[src/rtl/counter_arb_pkg.sv]
// Shared types and defaults for the counter arbiter.
// Build option: COUNTER_ARB_FAIR_EN selects round-robin instead of fixed priority.
package counter_arb_pkg;

   localparam int NUM_REQ_DEF = 4;
   localparam int WIDTH_DEF   = 12;

   typedef enum logic [1:0] {
      IDLE  = 2'd0,
      ISSUE = 2'd1,
      RESP  = 2'd2
   } state_t;

endpackage

[src/rtl/counter_arbiter_rr_pick.sv]
// Combinational winner selection: request vector (+ rotation pointer) -> one-hot winner.
// COUNTER_ARB_FAIR_EN: search starts at ptr; otherwise lowest index wins.
module rr_pick
   import counter_arb_pkg::*;
#(
   parameter int NUM_REQ = NUM_REQ_DEF
) (
   input  logic [NUM_REQ-1:0]         req,
`ifdef COUNTER_ARB_FAIR_EN
   input  logic [$clog2(NUM_REQ)-1:0] ptr,
`endif
   output logic [NUM_REQ-1:0]         winner,
   output logic                       valid
);

   localparam int PTR_W = $clog2(NUM_REQ);

`ifdef COUNTER_ARB_FAIR_EN
   always_comb begin
      int v_idx;
      v_idx  = 0;
      winner = '0;
      valid  = 1'b0;
      for (int i = 0; i < NUM_REQ; i++) begin
         v_idx = int'(ptr) + i;
         if (v_idx >= NUM_REQ) v_idx = v_idx - NUM_REQ;
         if (!valid && req[v_idx[PTR_W-1:0]]) begin
            winner[v_idx[PTR_W-1:0]] = 1'b1;
            valid                    = 1'b1;
         end
      end
   end
`else
   always_comb begin
      winner = '0;
      valid  = 1'b0;
      for (int i = 0; i < NUM_REQ; i++) begin
         if (!valid && req[i[PTR_W-1:0]]) begin
            winner[i[PTR_W-1:0]] = 1'b1;
            valid                = 1'b1;
         end
      end
   end
`endif

endmodule

[src/rtl/counter_arbiter.sv]
// Arbiter/sequencer sharing one external up/down step counter between NUM_REQ requesters.
// COUNTER_ARB_FAIR_EN: round-robin grant pointer; undefined: fixed priority, index 0 highest.
//
// state | meaning
// IDLE  | waiting for a request; winner and its opcode latched on exit
// ISSUE | counter enabled for one cycle with the latched opcode
// RESP  | ack to owner, counter value/flag passed through, grant cleared on exit
module counter_arbiter
   import counter_arb_pkg::*;
#(
   parameter int NUM_REQ = NUM_REQ_DEF,
   parameter int WIDTH   = WIDTH_DEF
) (
   input  logic               clk,
   input  logic               rst,
   input  logic [NUM_REQ-1:0] req,
   input  logic [NUM_REQ-1:0] req_up,
   input  logic [NUM_REQ-1:0] req_two,
   input  logic [WIDTH-1:0]   ctr_value,
   input  logic               ctr_overflow,
   output logic               ctr_up,
   output logic               ctr_two,
   output logic               ctr_enable,
   output logic [NUM_REQ-1:0] gnt,
   output logic [NUM_REQ-1:0] ack,
   output logic [WIDTH-1:0]   resp_value,
   output logic               resp_overflow,
   output logic               busy
);

   localparam int PTR_W = $clog2(NUM_REQ);

   state_t             r_state;
   state_t             w_state_next;
   logic [NUM_REQ-1:0] r_owner;
   logic               r_up;
   logic               r_two;
   logic [NUM_REQ-1:0] w_winner;
   logic               w_valid;
   logic               w_grant;

   assign w_grant = (r_state == IDLE) && w_valid;

`ifdef COUNTER_ARB_FAIR_EN
   logic [PTR_W-1:0] r_ptr;
   logic [PTR_W-1:0] w_win_idx;

   rr_pick #(.NUM_REQ(NUM_REQ)) u_pick (
      .req    (req),
      .ptr    (r_ptr),
      .winner (w_winner),
      .valid  (w_valid)
   );

   always_comb begin
      w_win_idx = '0;
      for (int i = 0; i < NUM_REQ; i++) begin
         if (w_winner[i[PTR_W-1:0]]) w_win_idx = i[PTR_W-1:0];
      end
   end

   always_ff @(posedge clk) begin
      if (rst) begin
         r_ptr <= '0;
      end else if (w_grant) begin
         r_ptr <= (w_win_idx == PTR_W'(NUM_REQ - 1)) ? '0 : w_win_idx + 1'b1;
      end
   end
`else
   rr_pick #(.NUM_REQ(NUM_REQ)) u_pick (
      .req    (req),
      .winner (w_winner),
      .valid  (w_valid)
   );
`endif

   always_ff @(posedge clk) begin
      if (rst) r_state <= IDLE;
      else     r_state <= w_state_next;
   end

   always_comb begin
      w_state_next = r_state;
      case (r_state)
         IDLE:    if (w_valid) w_state_next = ISSUE;
         ISSUE:   w_state_next = RESP;
         RESP:    w_state_next = IDLE;
         default: w_state_next = IDLE;
      endcase
   end

   // Opcode is captured at grant so later changes on req_up/req_two are ignored.
   always_ff @(posedge clk) begin
      if (rst) begin
         r_owner <= '0;
         r_up    <= 1'b0;
         r_two   <= 1'b0;
      end else if (w_grant) begin
         r_owner <= w_winner;
         r_up    <= |(req_up & w_winner);
         r_two   <= |(req_two & w_winner);
      end else if (r_state == RESP) begin
         r_owner <= '0;
      end
   end

   // ack is gated by rst so a reset landing in RESP suppresses the pulse that cycle.
   always_comb begin
      ctr_enable    = 1'b0;
      ctr_up        = 1'b0;
      ctr_two       = 1'b0;
      ack           = '0;
      resp_value    = '0;
      resp_overflow = 1'b0;
      case (r_state)
         ISSUE: begin
            ctr_enable = 1'b1;
            ctr_up     = r_up;
            ctr_two    = r_two;
         end
         RESP: begin
            ack           = rst ? '0 : r_owner;
            resp_value    = ctr_value;
            resp_overflow = ctr_overflow;
         end
         default: ;
      endcase
   end

   assign gnt  = r_owner;
   assign busy = (r_state != IDLE);

endmodule

[config.mk]
export PLATFORM = sky130hd
export DESIGN_NAME = counter_arbiter
export DESIGN_NICKNAME = d
export VERILOG_FILES = /design/src/rtl/counter_arb_pkg.sv /design/src/rtl/counter_arbiter_rr_pick.sv /design/src/rtl/counter_arbiter.sv
export SDC_FILE = /design/constraint.sdc
export NUM_CORES = 1
export LEC_CHECK = 0
export BUFFER_PORTS_ARGS = -buffer_cell sky130_fd_sc_hd__clkbuf_2
export CAP_MARGIN = 30
export CORE_AREA = 2 2 42 44
export CTS_BUF_LIST = sky130_fd_sc_hd__clkbuf_8
export DETAILED_ROUTE_END_ITERATION = 8
export DIE_AREA = 0 0 44 46
export HOLD_SLACK_MARGIN = 0.08
export PLACE_DENSITY = 0.89
export RECOVER_POWER = 100
export SLEW_MARGIN = 20
export SYNTH_ARGS = -nofsm -noshare
export SYNTH_HDL_FRONTEND = slang
export SYNTH_SLANG_ARGS = --single-unit
[constraint.sdc]
create_clock -name clk -period 1.7 [get_ports clk]
set_clock_uncertainty 0.1 [all_clocks]
set_input_delay 0.255 -clock clk [delete_from_list [all_inputs] [get_ports clk]]
set_output_delay 0.255 -clock clk [all_outputs]
set_load 0.05 [all_outputs]
==> results of run 1 <==
## cells in the final DEF (no fill, tap or decap), drive strengths merged
master and instances:
nor2b 3, and2 19, clkbuf 46, or4 1
nand2b 2, nor3 1, nor4b 1, o21ai 2
a22o 2, inv 3, nand3b 3, a311oi 2
nor4 1, buf 10, o211ai 2, or4b 1
dfxtp 8, a21oi 6, nand2 3, a211oi 2
nor2 3
## cell type report
cell class,instances,area [µm²],share of cell area
flip-flops and latches,8,161.4,0.1748
inverters,3,11.26,0.01220
multi-input cells,54,379.1,0.4106
clock buffers,3,41.29,0.04472
well taps,17,21.27,0.02304
repair buffers,53,309.0,0.3347
## path summary, 6_finish.rpt
path	start	depth (start not counted)	slack, ps	endpoint
max	r_state[1]$_SDFFE_PP0P_	4	60	resp_overflow
max reg2reg	r_state[0]$_SDFFE_PP0P_	2	360	gnt[2]$_SDFFE_PP0P_
min	req_two[3]	3	190	r_two$_SDFFE_PP0P_
min reg2reg	gnt[1]$_SDFFE_PP0P_	2	400	gnt[1]$_SDFFE_PP0P_
## power groups by stage
stage                     Combinational, µW  Sequential [µW]  Clock, µW
final                                   233              218        225
after global routing                    250              220        243
after CTS                               232              216        231
after detailed placement                227              219          0
after global placement                  223              218          0
after floorplan                         146              232          0
## worst max-delay path, cell delays in order, from the launching register on
cell	delay (ps)
dfxtp_2	370
nor2b_2	170
buf_4	130
and2_1	120
clkbuf_2	270
## through the flow
step | hold slack [ps] | total power, µW | setup TNS (ps) | instances | worst slack, ps
after global placement | 401.1 | 440.7 | 0 | 135 | 218.0
after detailed placement | 402.0 | 445.6 | 0 | 135 | 178.7
after global routing | 184.1 | 713.9 | -144.1 | 138 | -24.07
after floorplan | 318.5 | 377.5 | 0 | 69 | 11.42
after CTS | 184.4 | 679.9 | 0 | 138 | 34.39
final | 189.0 | 676.1 | 0 | 138 | 56.05
## timing repair
| action | 4_1_cts | 5_1_grt |
|---|---|---|
| resized for setup | 15 | 11 |
| endpoints found under the setup margin | 17 | 16 |
| hold buffers | 0 | 0 |
| hold endpoints to repair | 0 | 0 |
| pin swaps | 0 | 0 |
## per-layer routing
layer / up-vias / routed length (µm)
li1: 347 / -
met1: 311 / 594
met2: 31 / 857
met3: 5 / 115
met4: 0 / 51
met5: - / 0
## registers in the layout, summed over array words and instances, names as in the netlist
signal	count
r_up	1
r_state	2
gnt	4
r_two	1
## synth_stat cells, types with 2 or more instances
| master | instances | area (µm²) |
|---|---|---|
| clkbuf_1 | 2 | 7.510 |
| inv_1 | 3 | 11.26 |
| a21oi_1 | 6 | 30.03 |
| o21ai_1 | 2 | 10.01 |
| a311oi_1 | 2 | 17.52 |
| a22o_1 | 2 | 17.52 |
| nand2_1 | 3 | 11.26 |
| nor2b_1 | 3 | 18.77 |
| nand3b_1 | 3 | 22.52 |
| and2_1 | 19 | 118.9 |
| nand2b_1 | 2 | 12.51 |
| dfxtp_1 | 8 | 160.2 |
| nor2_1 | 3 | 11.26 |
| o211ai_1 | 2 | 15.01 |
## cell families (layout without fill, tap and decap cells)
kind of cell | Yosys count | count (layout)
flip-flops | 8 | 8
buffers and inverters | 7 | 59
AO/OA/AOI/OAI | 16 | 16
AND/OR/NAND/NOR | 38 | 38
==> results by group, run 1 <==
Outcome
  – Status: completed

Layout
  – Fillers: 151
  – Nets: 150
  – Area growth, synth to finish: 65.10%
  – Core Util, Final: 0.5721
  – Layout cells sized above 1: 0.5289
  – Antenna diodes: 0
  – Design area: 923.4 µm²

Synthesis
  – Register area share after synthesis: 0.2864
  – Mux cell area share after synthesis: 0
  – Post-Synth Simple-Gate Area: 0.4541
  – Compound-Gate Fraction of Synth Area: 0.1969
  – Main combinational cell family by area after synthesis: simple AND/OR/NAND/NOR gates
  – Cell Area, Synth: 559.3 µm²
  – Async SR Flop Fraction: 0
  – Synthesis Warnings: 0
  – XOR/XNOR share of the synthesized area: 0
  – Cell variety after synth: 23
  – Cells after Synth: just under 70
  – Post-synth EDFFs: 0
  – Synthesized area per cell: roughly 8.1 µm²
  – Syn Nets: 96
  – Synth Flop Type: dfxtp_1
  – #FFs+latches synth: 8
  – Area share of fa/ha/maj cells after synthesis: 0

Placed design
  – DP Wirelength: about 1300 µm
  – Port buffer count: 51
  – RePlAce Congestion: 0.7202
  – Placed cell area: around 830 µm²

Clock tree
  – # Post-CTS Setup Buffers: 0
  – CTS Buf Count: 3
  – H-Tree Depth: 1
  – Clk_lat worst skew: ~230 ps
  – CTS sink cnt: 8
  – Max Buffers Root-to-Sink: 2
  – Clock-pin transition on the worst setup and hold timing paths: 40 ps
  – CTS tree: done
  – Clock Tree Root: clkbuf_8

Route
  – Drt first pass iters: 4
  – Vias/cell: 5.029
  – WL final: 1618 µm
  – Initial DRC count: 11
  – DR WL/cell: 11.72 µm
  – Post-route DRC: 0
  – ANT nets after route: 0
  – Detailed-route via count: between 600 and 700

Power
  – Net Sw Power: around 240 µW
  – Clock group share of total power: 0.333
  – Sequential share of power: 0.322
  – Power Dens Cells: about 730 mW/mm²
  – Combinational share of power: 0.345
  – Internal power: between 400 and 500 µW
  – LEAKAGE: 0.0004654 µW
  – Switching share of power: 0.3520
  – Peak VDD IR: 0.0004543 V

Floorplan
  – Number of placement rows: 15
  – Die area: around 0.002 mm²
  – Initial core utilization: 0.3465
  – Area of the core: approximately 0.0016 mm²
  – Die H: 46 µm
  – IO Count: between 50 and 60
  – Width of the die: 44 µm

Global routing
  – GRT Util Overall: 0.1627
  – GR Util met1: 0.1695
  – GR Layer Usage met3: 0.04365
  – Gr busiest metal: met2
  – GR Layer Usage met2: 0.2765
  – First-pass GRT wire length: 2311 µm
  – Initial antenna violation count: 0
  – Gr ovfl total: 0
  – Vias in the first global route: 551
  – Largest net degree at the start of global routing: 11

Hold path
  – Hold crit path type: in -> reg

Timing
  – Minimum clock period: 1644 ps
  – Tcrit/Tclk final: 0.9670
  – Slew Limit Fails: 0
  – Final hold viol count: 0
  – Worst-Margin Slew: 357.1 ps
  – Rel. slew slack: 0.7601
  – Max Freq: around 610 MHz
  – # setup viols final: 0

Setup path
  – Critical Path End Type: output port
  – Worst Path Max Fanout: 5
  – Startpoint types: flip-flop
  – Critical path class: reg -> out
  – Worst Path Required: 1340 ps
  – Worst Path Arrival: 1290 ps

Run
  – Max-Cap Viols: 0
(Power assumes the default switching activity.)
==> inputs of run 2 (changes only) <==
--- a/config.mk
+++ b/config.mk
@@ -7,14 +7,13 @@
 export LEC_CHECK = 0
 export BUFFER_PORTS_ARGS = -buffer_cell sky130_fd_sc_hd__clkbuf_2
 export CAP_MARGIN = 30
-export CORE_AREA = 2 2 42 44
+export CORE_AREA = 2 2 41 43
 export CTS_BUF_LIST = sky130_fd_sc_hd__clkbuf_8
 export DETAILED_ROUTE_END_ITERATION = 8
-export DIE_AREA = 0 0 44 46
+export DIE_AREA = 0 0 43 45
 export HOLD_SLACK_MARGIN = 0.08
-export PLACE_DENSITY = 0.89
+export PLACE_DENSITY = 0.93
 export RECOVER_POWER = 100
-export SLEW_MARGIN = 20
 export SYNTH_ARGS = -nofsm -noshare
 export SYNTH_HDL_FRONTEND = slang
 export SYNTH_SLANG_ARGS = --single-unit
==> constraint.sdc (replaced) <==
create_clock -name clk -period 1.9 [get_ports clk]
set_clock_uncertainty 0.1 [all_clocks]
set_input_delay 0.285 -clock clk [delete_from_list [all_inputs] [get_ports clk]]
set_output_delay 0.285 -clock clk [all_outputs]
set_load 0.05 [all_outputs]
==> run 2 against run 1 <==
Net effect:
- count of clock-buffer cells in the layout is the same
- critical path type unchanged
- largest power group is now the clock network
- global-route usage shrank 0.68 points
- largest cell class unchanged
- register-to-register slack improved by 200 ps
- total power decreased by 13%
- sequential share of layout area rose by 1.3 points
==> results by group, run 2 (same netlist as run 1, synthesis figures left out) <==
Outcome
  – Status: completed

Layout
  – Antenna diodes: 0
  – Layout Cells excl Fill: 136
  – Area growth, synth to finish: 52.80%
  – Fillers: ~140
  – Nets: 149
  – Most frequent cells in the layout: clkbuf_2 (47), and2_0 (10), and2_1 (9)
  – Layout cells sized above 1: 0.4500
  – Largest register FFs: 4
  – Commonest non-fill, non-tap cell in the layout: clkbuf_2

Route
  – WL final: 1461 µm
  – Detailed-route via count: slightly below 700
  – Drt first pass iters: 4
  – DR WL/cell: about 11 µm
  – ANT nets after route: 0
  – Vias/cell: 4.956
  – Initial DRC count: 9
  – Post-route DRC: 0

Setup path
  – CP startpoint: r_state[1]$_SDFFE_PP0P_
  – Bufs and invs on worst path: 2
  – Worst Path Required: 1510 ps
  – Critical Path End Type: output port
  – Worst Path Arrival: roughly 1400 ps
  – Kind of cell adding the most delay to the critical path: buffers and inverters
  – Crit-path cells: nor2b_1 > buf_4 > and2_0 > clkbuf_2
  – Slowest cell on crit path: dfxtp_1
  – Critical path class: reg -> out
  – Worst Path Max Fanout: 15
  – RR Startpoint: r_state[0]$_SDFFE_PP0P_
  – Max incr delay on CP: 360 ps
  – Startpoint types: flip-flop

Timing
  – Final setup margin: 166.7 ps
  – Min Hold Slack: between 200 and 250 ps
  – Slew Limit Fails: 0
  – # setup viols final: 0
  – Tcrit/Tclk final: 0.9123
  – Rel. slew slack: 0.6075
  – Final hold viol count: 0
  – Minimum clock period: 1733 ps
  – Max Freq: ~580 MHz
  – Setup TNS: 0 ps
  – RSZ-0062 raised after global routing: false
  – Worst-Margin Slew: 591.3 ps

Floorplan
  – Initial core utilization: 0.3801
  – Number of placement rows: 14
  – IO Count: 52
  – Area of the core: 0.001471 mm²
  – Die area: approximately 0.0019 mm²
  – Die H: 45 µm
  – Width of the die: approximately 43 µm

Clock tree
  – Clock-pin transition on the worst setup and hold timing paths: 40 ps
  – H-Tree Depth: 1
  – # hold bufs at CTS: 0
  – Clk_lat worst skew: 230 ps
  – Max Buffers Root-to-Sink: 2
  – CTS sink cnt: 8
  – Clock Tree Root: clkbuf_8
  – CTS tree: done
  – CTS Buf Count: 3
  – Post-CTS sizing: 0
  – # Post-CTS Setup Buffers: 0

Global routing
  – First-pass GRT wire length: 2221 µm
  – Initial antenna violation count: 0
  – Largest net degree at the start of global routing: 16
  – GRT Util Overall: 0.1559
  – Vias in the first global route: between 500 and 600
  – Gr ovfl total: 0

Power
  – Tot Pwr: approximately 590 µW
  – Peak VDD IR: 0.0003736 V
  – Power Dens Cells: 688.8 mW/mm²
  – LEAKAGE: 0.0004224 µW

Hold path
  – HP Start: req_two[3]
  – Hold crit path type: in -> reg

Placed design
  – Port buffer count: 51
  – DP Wirelength: 1248 µm
  – Placement Setup Slack: roughly 400 ps
  – Cell count after placement: around 130
  – RePlAce Congestion: 0.8069

Run
  – Max-Cap Viols: 0
-- run 2: cell count changes in the layout (fill, tap and decap cells not counted), moves of 4 or more --
cell      previous run  this run
buf_4                8         1
and2_1              19         9
clkbuf_1             0         4
clkbuf_2            36        47
clkbuf_4             6         0
and2_0               0        10
-- run 2: metal layers --
| metal | routed length [µm] | share of wire | GRT usage |
|---|---|---|---|
| met3 | 129 | 0.088 | 0.04400 |
| met4 | 34 | 0.023 | 0.1212 |
| met1 | 560 | 0.38 | 0.1646 |
| met2 | 738 | 0.51 | 0.2636 |
| met5 | 0 | 0 | 0 |
-- run 2: layout make-up --
cell class	count	area, µm²	share of cell area
Timing Repair Buffer	52	257.7	0.3016
Sequential cell	8	160.2	0.1874
Clock buffer	3	41.29	0.04832
Multi-Input combinational cell	54	364.1	0.4261
Inverter	3	11.26	0.01318
Tap cell	16	20.02	0.02343
-- run 2: tightest hold or removal path: stages --
cell and delay [ps]:
clkbuf_2 80, nand2_1 50, a311oi_1 80
-- run 2: final timing paths --
check | end | slack [ps] | depth (start not counted)
max | resp_overflow | 170 | 4
min reg2reg | gnt[1]$_SDFFE_PP0P_ | 410 | 2
min | r_two$_SDFFE_PP0P_ | 220 | 3
max reg2reg | gnt[2]$_SDFFE_PP0P_ | 560 | 4
-- run 2: through the flow --
stage                     instance area, µm²  utilization
after global placement                 820.8       0.5578
after CTS                              862.1       0.5859
after floorplan                        561.8            -
after global routing                   854.6       0.5808
final                                  854.6       0.5808
after detailed placement               820.8       0.5578
-- run 2: power breakdown --
group / internal [µW] / switching (µW) / leakage (µW)
clock network: 137 / 63.9 / 0.0000216
registers: 182 / 8.82 / 0.0000659
logic: 61.2 / 135 / 0.000335
total: 381 / 208 / 0.000422
